## config.mk

```make
export PLATFORM = sky130hd
export DESIGN_NAME = sm_rf_wb_merge
export DESIGN_NICKNAME = d
export VERILOG_FILES = /design/src/rtl/sm_rf_pkg.sv /design/src/rtl/sm_wb_queue.sv /design/src/rtl/sm_rf_wb_merge.sv
export SDC_FILE = /design/constraint.sdc
export NUM_CORES = 1
export LEC_CHECK = 0
export CORE_MARGIN = 2
export CORE_UTILIZATION = 40
export DETAILED_ROUTE_END_ITERATION = 8
export PLACE_DENSITY_LB_ADDON = 0.2
export SETUP_SLACK_MARGIN = 0.2
export SYNTH_ARGS = -nofsm -noshare
export SYNTH_HDL_FRONTEND = slang
export SYNTH_SLANG_ARGS = --single-unit
```

## constraint.sdc

```tcl
create_clock -name clk_i -period 3.83 [get_ports clk_i]
set_clock_uncertainty 0.2 [all_clocks]
set_input_delay 0.766 -clock clk_i [delete_from_list [all_inputs] [get_ports clk_i]]
set_output_delay 0.766 -clock clk_i [all_outputs]
set_load 0.02 [all_outputs]
```

## src/rtl/sm_rf_pkg.sv

```systemverilog
// Shared types and constants for the register-file writeback merge.
// The entry struct is stamped out per user so widths can follow parameters.
`define SM_SAFE_CLOG2(x) (((x) <= 1) ? 1 : $clog2(x))
`define SM_RF_WB_ENTRY_S(name, aw, dw) \
  typedef struct packed { \
    logic            v; \
    logic [(aw)-1:0] addr; \
    logic [(dw)-1:0] data; \
  } name

package sm_rf_pkg;

  localparam int sm_width_gp      = 32;
  localparam int sm_els_gp        = 32;
  localparam int sm_addr_width_gp = `SM_SAFE_CLOG2(sm_els_gp);
  localparam int zero_reg_addr_gp = 0;

  `SM_RF_WB_ENTRY_S(wb_entry_s, sm_addr_width_gp, sm_width_gp);

endpackage

```

## src/rtl/sm_wb_queue.sv

```systemverilog
// Circular queue of pending load writebacks with kill-by-address.
// Entries are presented in age order (index 0 = oldest) for forwarding.
module sm_wb_queue
  import sm_rf_pkg::*;
#(
  parameter int width_p      = 32,
  parameter int addr_width_p = 5,
  parameter int els_p        = 2,
  localparam int ptr_w_lp    = `SM_SAFE_CLOG2(els_p),
  localparam int cnt_w_lp    = $clog2(els_p + 1)
) (
  input  logic                        clk_i,
  input  logic                        reset_i,
  input  logic                        enq_i,
  input  logic [addr_width_p-1:0]     enq_addr_i,
  input  logic [width_p-1:0]          enq_data_i,
  input  logic                        deq_i,
  input  logic                        kill_v_i,
  input  logic [addr_width_p-1:0]     kill_addr_i,
  output logic [cnt_w_lp-1:0]         count_o,
  output logic [els_p-1:0]            ent_v_o,
  output logic [els_p*addr_width_p-1:0] ent_addr_o,
  output logic [els_p*width_p-1:0]    ent_data_o
);

  `SM_RF_WB_ENTRY_S(entry_t, addr_width_p, width_p);

  entry_t              mem_q [els_p];
  logic [ptr_w_lp-1:0] head_q, tail_q;
  logic [cnt_w_lp-1:0] cnt_q;

  function automatic logic [ptr_w_lp-1:0] inc(
    input logic [ptr_w_lp-1:0] p
  );
    return (int'(p) == els_p - 1) ? '0 : p + 1'b1;
  endfunction

  // Storage, pointers and occupancy; kills clear valid bits at the edge.
  always_ff @(posedge clk_i or posedge reset_i) begin
    if (reset_i) begin
      head_q <= '0;
      tail_q <= '0;
      cnt_q  <= '0;
      for (int i = 0; i < els_p; i++) mem_q[i] <= '0;
    end else begin
      for (int i = 0; i < els_p; i++) begin
        if (kill_v_i && mem_q[i].v &&
            mem_q[i].addr == kill_addr_i)
          mem_q[i].v <= 1'b0;
      end
      if (enq_i) begin
        mem_q[tail_q] <= '{v: 1'b1,
                           addr: enq_addr_i,
                           data: enq_data_i};
        tail_q <= inc(tail_q);
      end
      if (deq_i) head_q <= inc(head_q);
      cnt_q <= cnt_q + cnt_w_lp'(enq_i)
                     - cnt_w_lp'(deq_i);
    end
  end

  // Rotate storage into age order; slots past the count read as invalid.
  always_comb begin
    logic [ptr_w_lp-1:0] idx;
    int                  s;
    ent_v_o    = '0;
    ent_addr_o = '0;
    ent_data_o = '0;
    for (int k = 0; k < els_p; k++) begin
      s = int'(head_q) + k;
      if (s >= els_p) s = s - els_p;
      idx = ptr_w_lp'(s);
      ent_v_o[k] = (k < int'(cnt_q)) && mem_q[idx].v;
      ent_addr_o[k*addr_width_p +: addr_width_p] = mem_q[idx].addr;
      ent_data_o[k*width_p +: width_p] = mem_q[idx].data;
    end
  end

  assign count_o = cnt_q;

endmodule

```

## src/rtl/sm_rf_wb_merge.sv

```systemverilog
// Writeback merge in front of a 2r1w register file: ALU vs load arbitration,
// a kill-able load queue, and youngest-value forwarding onto both read ports.
module sm_rf_wb_merge
  import sm_rf_pkg::*;
#(
  parameter int width_p       = 32,
  parameter int els_p         = 32,
  parameter int q_els_p       = 2,
  parameter int zero_reg_p    = 1,
  localparam int addr_width_lp = `SM_SAFE_CLOG2(els_p)
) (
  input  logic                     clk_i,
  input  logic                     reset_i,
  input  logic                     alu_v_i,
  input  logic [addr_width_lp-1:0] alu_addr_i,
  input  logic [width_p-1:0]       alu_data_i,
  input  logic                     mem_v_i,
  input  logic [addr_width_lp-1:0] mem_addr_i,
  input  logic [width_p-1:0]       mem_data_i,
  output logic                     mem_ready_o,
  output logic                     w_v_o,
  output logic [addr_width_lp-1:0] w_addr_o,
  output logic [width_p-1:0]       w_data_o,
  input  logic [addr_width_lp-1:0] r0_addr_i,
  input  logic [width_p-1:0]       r0_rf_data_i,
  output logic [width_p-1:0]       r0_data_o,
  input  logic [addr_width_lp-1:0] r1_addr_i,
  input  logic [width_p-1:0]       r1_rf_data_i,
  output logic [width_p-1:0]       r1_data_o
);

  localparam int aw_lp    = addr_width_lp;
  localparam int cnt_w_lp = $clog2(q_els_p + 1);
  localparam logic [aw_lp-1:0] zero_addr_lp =
    aw_lp'(zero_reg_addr_gp);
  localparam logic zr_lp = (zero_reg_p != 0);

  logic [cnt_w_lp-1:0]        q_cnt;
  logic [q_els_p-1:0]         q_ent_v;
  logic [q_els_p*aw_lp-1:0]   q_ent_addr;
  logic [q_els_p*width_p-1:0] q_ent_data;
  logic                       q_enq, q_deq;
  logic                       head_here, head_v;
  logic                       alu_eff, mem_eff;

  // Input qualification: zero-register drops and same-cycle ALU shadowing.
  always_comb begin
    mem_ready_o = int'(q_cnt) < q_els_p;
    alu_eff = alu_v_i &&
              !(zr_lp && alu_addr_i == zero_addr_lp);
    mem_eff = mem_v_i && mem_ready_o &&
              !(zr_lp && mem_addr_i == zero_addr_lp) &&
              !(alu_eff && alu_addr_i == mem_addr_i);
    head_here = q_cnt != '0;
    head_v    = q_ent_v[0];
  end

  // Write-port arbitration: ALU, then queue head, then load bypass.
  always_comb begin
    w_v_o    = 1'b0;
    w_addr_o = alu_addr_i;
    w_data_o = alu_data_i;
    q_deq    = 1'b0;
    if (alu_eff) begin
      w_v_o = 1'b1;
      q_deq = head_here && !head_v;
    end else if (head_v) begin
      w_v_o    = 1'b1;
      w_addr_o = q_ent_addr[aw_lp-1:0];
      w_data_o = q_ent_data[width_p-1:0];
      q_deq    = 1'b1;
    end else if (head_here) begin
      q_deq = 1'b1;
    end else if (mem_eff) begin
      w_v_o    = 1'b1;
      w_addr_o = mem_addr_i;
      w_data_o = mem_data_i;
    end
    q_enq = mem_eff && (alu_eff || head_here);
  end

  sm_wb_queue #(
    .width_p      (width_p),
    .addr_width_p (aw_lp),
    .els_p        (q_els_p)
  ) u_q (
    .clk_i       (clk_i),
    .reset_i     (reset_i),
    .enq_i       (q_enq),
    .enq_addr_i  (mem_addr_i),
    .enq_data_i  (mem_data_i),
    .deq_i       (q_deq),
    .kill_v_i    (alu_eff),
    .kill_addr_i (alu_addr_i),
    .count_o     (q_cnt),
    .ent_v_o     (q_ent_v),
    .ent_addr_o  (q_ent_addr),
    .ent_data_o  (q_ent_data)
  );

  logic [aw_lp-1:0]   rd_addr [2];
  logic [width_p-1:0] rd_rf   [2];
  logic [width_p-1:0] rd_fwd  [2];

  assign rd_addr[0] = r0_addr_i;
  assign rd_addr[1] = r1_addr_i;
  assign rd_rf[0]   = r0_rf_data_i;
  assign rd_rf[1]   = r1_rf_data_i;

  for (genvar g = 0; g < 2; g++) begin : g_fwd
    logic [width_p-1:0] fwd;

    // Oldest source first so each younger match overrides.
    always_comb begin
      fwd = rd_rf[g];
      for (int k = 0; k < q_els_p; k++) begin
        if (q_ent_v[k] &&
            q_ent_addr[k*aw_lp +: aw_lp] == rd_addr[g])
          fwd = q_ent_data[k*width_p +: width_p];
      end
      if (mem_eff && mem_addr_i == rd_addr[g])
        fwd = mem_data_i;
      if (alu_eff && alu_addr_i == rd_addr[g])
        fwd = alu_data_i;
      if (zr_lp && rd_addr[g] == zero_addr_lp)
        fwd = '0;
    end

    assign rd_fwd[g] = fwd;
  end

  assign r0_data_o = rd_fwd[0];
  assign r1_data_o = rd_fwd[1];

endmodule
```

=== Yosys cells after proc, flatten, opt, wreduce, memory -nomap -nowiden ===
Cells that the tools add are included.
Widths: inputs -> output; s select.

* Bits in registers: 80
* Bits of input ports: 152
* Word-level logic and storage cells: 112

* Add/subtract/negate cells: 7
* Magnitude comparators: 9
* Equality and inequality tests: 11
* Multiplexer cells: 41
* Bitwise gates (word level): 3
* Reduce and logical (&&, ||, !) cells: 32

{| class="wikitable"
|+ Operators by type and width
! operator !! number
|-
| $mux 32 || 14
|-
| $mux 38 || 7
|-
| $bwmux 76 || 1
|-
| $mux 76 || 1
|-
| $eq 5x5->1 || 11
|-
| $demux 38 s1 || 1
|-
| $logic_and 1x1->1 || 22
|-
| $logic_not 5->1 || 4
|-
| $mux 5 || 4
|-
| $mux 1 || 13
|-
| $ge 2x2->1 const B || 4
|-
| $not 1->2 || 3
|-
| $logic_not 1->1 || 4
|-
| $lt 1x2->1 const A || 2
|-
| $add 1x1->1 const B || 2
|-
| $add 1x1->2 const B || 1
|-
| $add 2x1->2 || 1
|-
| $ge 1x2->1 const B || 1
|-
| $lt 2x1->1 const B || 1
|-
| $lt 2x2->1 const B || 1
|-
| $reduce_bool 2->1 || 1
|-
| $sub 1x1->1 const B || 2
|-
| $sub 2x1->2 || 1
|-
| $logic_or 1x1->1 || 1
|}

=== Depth between registers and ports, before layout ===
Gate-level depths: netlist (run 1).

* Depth in word-level cells: 13
* Depth in mapped cells: 12
* Gate-level depth less buffers: 9

=== Cells and area by module ===
From an unflattened synthesis (run 1), not the netlist that was laid out.

* Cells, all modules: 967
* Area total of the unflattened synthesis: 7938.9 um^2

{| class="wikitable"
|+ Modules (own cells, without submodules)
! module !! times used !! cells an instance !! area each (um^2) !! seq. area each (um^2)
|-
| sm_wb_queue || 1 || 278 || 4027.6 || 2001.9
|-
| sm_rf_wb_merge || 1 || 689 || 3911.3 || 0.0
|}

=== Least setup slack after synthesis (run 1) ===
No wires, ideal clock.

* Path kind: input port to output port
* Start point: input alu_addr_i[1]
* End point: output r1_data_o[10]
* Data arrival time: 3.256 ns
* Slack: -0.392 ns
* Cell stages on the path: 9
* Path buffers: 4
* Cells stage by stage: buf_2 -> or4_1 -> o21ai_1 -> buf_2 -> or4_1 -> buf_2 -> clkbuf_1 -> o22ai_1 -> nor4b_1

* Cells in the longest elaborated chain, start to end: 10

{| class="wikitable"
|+ Ends and longest elaborated chain
! what !! RTL line !! text
|-
| start, declared || sm_rf_wb_merge.sv:15 || <nowiki>input logic [addr_width_lp-1:0] alu_addr_i,</nowiki>
|-
| $logic_not 5->1 || sm_rf_wb_merge.sv:50 || <nowiki>!(zr_lp && alu_addr_i == zero_addr_lp);</nowiki>
|-
| $logic_not 1->1 || sm_rf_wb_merge.sv:50 ||
|-
| $logic_and 1x1->1 || sm_rf_wb_merge.sv:49 || <nowiki>alu_eff = alu_v_i &&</nowiki>
|-
| $logic_and 1x1->1 || sm_rf_wb_merge.sv:53 || <nowiki>!(alu_eff && alu_addr_i == mem_addr_i);</nowiki>
|-
| $logic_not 1->1 || sm_rf_wb_merge.sv:53 ||
|-
| $logic_and 1x1->1 || sm_rf_wb_merge.sv:52 || <nowiki>!(zr_lp && mem_addr_i == zero_addr_lp) &&</nowiki>
|-
| $logic_and 1x1->1 || sm_rf_wb_merge.sv:121 || <nowiki>if (mem_eff && mem_addr_i == rd_addr[g])</nowiki>
|-
| $mux 32 || sm_rf_wb_merge.sv:121 ||
|-
| $mux 32 (*) || sm_rf_wb_merge.sv:123 || <nowiki>if (alu_eff && alu_addr_i == rd_addr[g])</nowiki>
|-
| $mux 32 (*) || sm_rf_wb_merge.sv:125 || <nowiki>if (zr_lp && rd_addr[g] == zero_addr_lp)</nowiki>
|-
| end, declared || sm_rf_wb_merge.sv:29 || <nowiki>output logic [width_p-1:0] r1_data_o</nowiki>
|}

Every way passes the cells marked *; elsewhere a longest branch is shown, timed or not.

=== Final worst setup path (run 1) ===
* Start point: register u_q.head_q
* End point: output r1_data_o[24]

* Cells in the longest elaborated chain, start to end: 13

{| class="wikitable"
|+ Ends and longest elaborated chain
! what !! RTL line !! text
|-
| start, declared || sm_wb_queue.sv:29 || <nowiki>logic [ptr_w_lp-1:0] head_q, tail_q;</nowiki>
|-
| start signal, assigned || sm_wb_queue.sv:57 || <nowiki>if (deq_i) head_q <= inc(head_q);</nowiki>
|-
| $add 1x1->2, or another cell as far along || sm_wb_queue.sv:71 || <nowiki>s = int'(head_q) + k;</nowiki>
|-
| $ge 2x2->1, or another cell as far along || sm_wb_queue.sv:72 || <nowiki>if (s >= els_p) s = s - els_p;</nowiki>
|-
| $mux 1 / $not 1->2 (equally long branches) || n/a ||
|-
| $not 1->2 (implied by the code) / $mux 38 (equally long branches) || sm_wb_queue.sv:74, sm_wb_queue.sv:75, sm_wb_queue.sv:76 ||
|-
| $mux 38 (implied by the code) (2 in a row) || sm_wb_queue.sv:74 || <nowiki>ent_v_o[k] = (k < int'(cnt_q)) && mem_q[idx].v;</nowiki>
|-
| $mux 38 (implied by the code), or another cell as far along || sm_wb_queue.sv:74 ||
|-
| $eq 5x5->1, or another cell as far along || sm_rf_wb_merge.sv:118 || <nowiki>q_ent_addr[k*aw_lp +: aw_lp] == rd_addr[g])</nowiki>
|-
| $logic_and 1x1->1 / $mux 32 (equally long branches) || sm_rf_wb_merge.sv:117 || <nowiki>if (q_ent_v[k] &&</nowiki>
|-
| $mux 32 (*) || sm_rf_wb_merge.sv:117 ||
|-
| $mux 32 (*) || sm_rf_wb_merge.sv:121 ||
|-
| $mux 32 (*) || sm_rf_wb_merge.sv:123 ||
|-
| $mux 32 (*) || sm_rf_wb_merge.sv:125 ||
|}

Every way passes the cells marked *; elsewhere a longest branch is shown, timed or not. The select of a mux whose other input is x is not followed.

==> results.json, run 1 <==
{
  "leakagePower_nw": 5.65,
  "grt_first_pass_wirelength_um": 59400,
  "grt_max_degree": 45,
  "ir_drop_mv": 0.508,
  "rsz0062_at_grt": "yes",
  "clkPwrFrac_pct": 9.1,
  "min_period_over_period_pct": 109,
  "ant_nets": 0,
  "clk_pin_slew_ns": 0.07,
  "place_congestion": 0.908,
  "cts_tree": "yes",
  "route.met3.wl_um": 4080,
  "synth_area_leader_cell": "dfrtp_1",
  "yosys.area_share.simple_pct": 19.4,
  "dieArea_um2": 21400,
  "hold_path.class": "register to register",
  "critPathCaptureType": "output port",
  "cts.sinks": 80,
  "synth_top_family_by_area": "compound AO/OA/AOI/OAI gates",
  "dpl.hpwl_um": 24200,
  "start_util_pct": 40.4,
  "synth_area_um2": 8100,
  "grt_pass1_vias": 10400,
  "dpl_cell_area_um2": 12400,
  "syn_avg_cell_area_um2": 8.42,
  "p_sw_share_pct": 46.4,
  "ys_warn_count": 0,
  "numPortBuffers": 254,
  "required_ns": 2.86,
  "synth_cell_types": 54,
  "switchingPower_mw": 4.77,
  "utilization_pct": 71.0,
  "pwr-share-seq_pct": 19.0,
  "wl_met2_um": 18600,
  "cts_buffer_depth": 2,
  "ctsHtreeMaxLevel": 3,
  "rows": 52,
  "wl_um": 39200,
  "nNetsFinal": 1504,
  "cap_violations": 0,
  "synth_edf_count": 0,
  "final_cell_mix": "buf_4 (202), clkdlybuf4s50_1 (131), nor2_1 (109)",
  "drive_gt1_share_pct": 46.6,
  "critPathLaunchType": "register",
  "grtUsageTotal_pct": 35.4,
  "n_antenna_cell": 0,
  "tightestPinTransition_ns": 0.733,
  "topRoutingLayerUsed": "met4",
  "drcViolationCount": 0,
  "critical_path_class": "register to output port",
  "final_cells": 1625,
  "fin_area_um2": 14200,
  "max_freq_mhz": 240,
  "worst_slack_ns": -0.333,
  "cp_data_arrival_time_ns": 3.20,
  "violations": "negative setup slack",
  "synthXorXnorAreaFrac_pct": 6.38,
  "cts_buffers": 9,
  "maxSlewViolCount": 0,
  "seq_area_frac_synth_pct": 24.7,
  "ys.flop_type": "dfrtp_1",
  "intPower_mw": 5.50,
  "wl_met1_um": 14800,
  "setup_viol": 83,
  "first_pass_iters": 5,
  "dp_slack_ns": -0.908,
  "synthAdderAreaFrac_pct": 0.309,
  "dieWidth_um": 146,
  "syn_nets": 1116,
  "final_common_cell": "buf_4",
  "wire_per_inst_um": 24.1,
  "period_needed_ns": 4.16,
  "drt_iter0_markers": 1021,
  "ys_async_sr_fraction_pct": 100,
  "clkLatencyLatePin_ns": 0.36,
  "synthMuxAreaShare_pct": 16.6,
  "ys_ff_latch": 80,
  "cts-root-buf": "clkbuf_16",
  "num_vias": 10200,
  "overflow": 0,
  "hold_viol": 0,
  "holdWs_ns": 0.347,
  "pwr-share-comb_pct": 71.8,
  "total_power_mw": 10.3,
  "status": "finished with violations",
  "crit_path_max_fanout": 6,
  "fin_setup_tns_ns": -16.28,
  "vias_per_cell": 6.28,
  "synth.area.top_cells": "dfrtp_1 (25%), mux2_1 (10%), o22ai_1 (7.5%)",
  "synth_largest_type_area_fraction_pct": 24.7,
  "synth-compound-area-share_pct": 26.4,
  "cellPowerDensity_nw_per_um2": 722,
  "synth_cells": 962,
  "dp_cells": 1532,
  "area_growth_syn_to_layout_pct": 75.5,
  "core_um2": 20000,
  "grt_antenna_before_repair": 1,
  "fp.dieH_um": 146,
  "maxSlewHeadroom_pct": 51.1,
  "rrSetupSlack_ns": 0.88,
  "ios": 255
}
critical path, stage by stage (launching register included):
cell       delay, ns
dfrtp_2         0.48
buf_6           0.16
mux2i_4         0.27
xnor2_2         0.10
or4_4           0.59
o2111ai_4       0.27
a21boi_4        0.25
buf_6           0.15
buf_6           0.13
o221ai_2        0.12
o21ai_2         0.17
buf_6           0.14
cells in the mapped netlist, drive strengths merged, types with 2 or more instances:
library cell  count
a21boi            3
a22o              2
inv              10
o21ai            84
or3              39
o22ai           107
nor4             10
nand2            12
and2              5
nand3             9
nor3             22
buf              51
or4               8
xor2             16
o31a              2
and4b            18
xnor2            43
a21oi            58
nor2            129
dfrtp            80
nor2b             3
nand4             2
ha                2
mux2            108
o2111ai           2
a22oi            28
nor4b            17
o221ai           29
mux2i            10
clkbuf           48
metal layers:
metal / track usage [%] / vias to the layer above
li1: - / 4443
met4: 16.7 / 0
met2: 58.4 / 738
met3: 8.16 / 159
met5: 0 / -
met1: 43.9 / 4859
power by group through the flow:
| stage | sequential [mW] | clock, mW | combinational [mW] |
|---|---|---|---|
| final | 1.95 | 0.937 | 7.37 |
| after CTS | 1.88 | 0.940 | 7.03 |
| after global routing | 1.99 | 0.971 | 7.70 |
| after floorplan | 1.68 | 0 | 3.70 |
| after global placement | 1.85 | 0 | 6.08 |
| after detailed placement | 1.88 | 0 | 6.15 |
cell families after synthesis:
kind of cell | Yosys count
multiplexers | 118
adder cells (fa/ha/maj) | 2
AO/OA/AOI/OAI | 319
XOR/XNOR | 59
AND/OR/NAND/NOR | 275
buffers and inverters | 109
flip-flops | 80
final cells by class:
type / count / area (µm²)
multi-input combinational: 777 / 6830
fill: 1550 / 5820
timing repair buffer: 472 / 4700
sequential: 80 / 2000
tap: 270 / 338
clock buffer: 10 / 239
clock inverter: 6 / 73.8
inverter: 10 / 38.8
what timing repair did:
action	CTS	global route
buffers inserted	59	4
endpoints found under the setup margin	102	102
pin swaps	46	17
hold buffers	0	0
gates resized for setup	725	58
gates cloned	14	0
final timing paths:
| kind | end | cells past startpoint | start |
|---|---|---|---|
| worst max-delay path | r1_data_o[24] | 11 | u_q.head_q |
| worst min-delay path | u_q.mem_q[75] | 1 | u_q.mem_q[75] |
| worst max register to register | u_q.count_o[1] | 11 | u_q.head_q |
| worst min register to register | u_q.mem_q[75] | 1 | u_q.mem_q[75] |
| max in group asynchronous | u_q.head_q | 3 | reset_i |
| min in group asynchronous | asynchronous set/reset pin | 2 | reset_i |
Note: power is estimated with default switching activity, not from simulation.
==> run 2, diff against run 1 <==
- SLEW_MARGIN: unset -> 5
==> results of run 2 <==
Same layout as run 1: the final DEF is identical, and so are final timing and power.
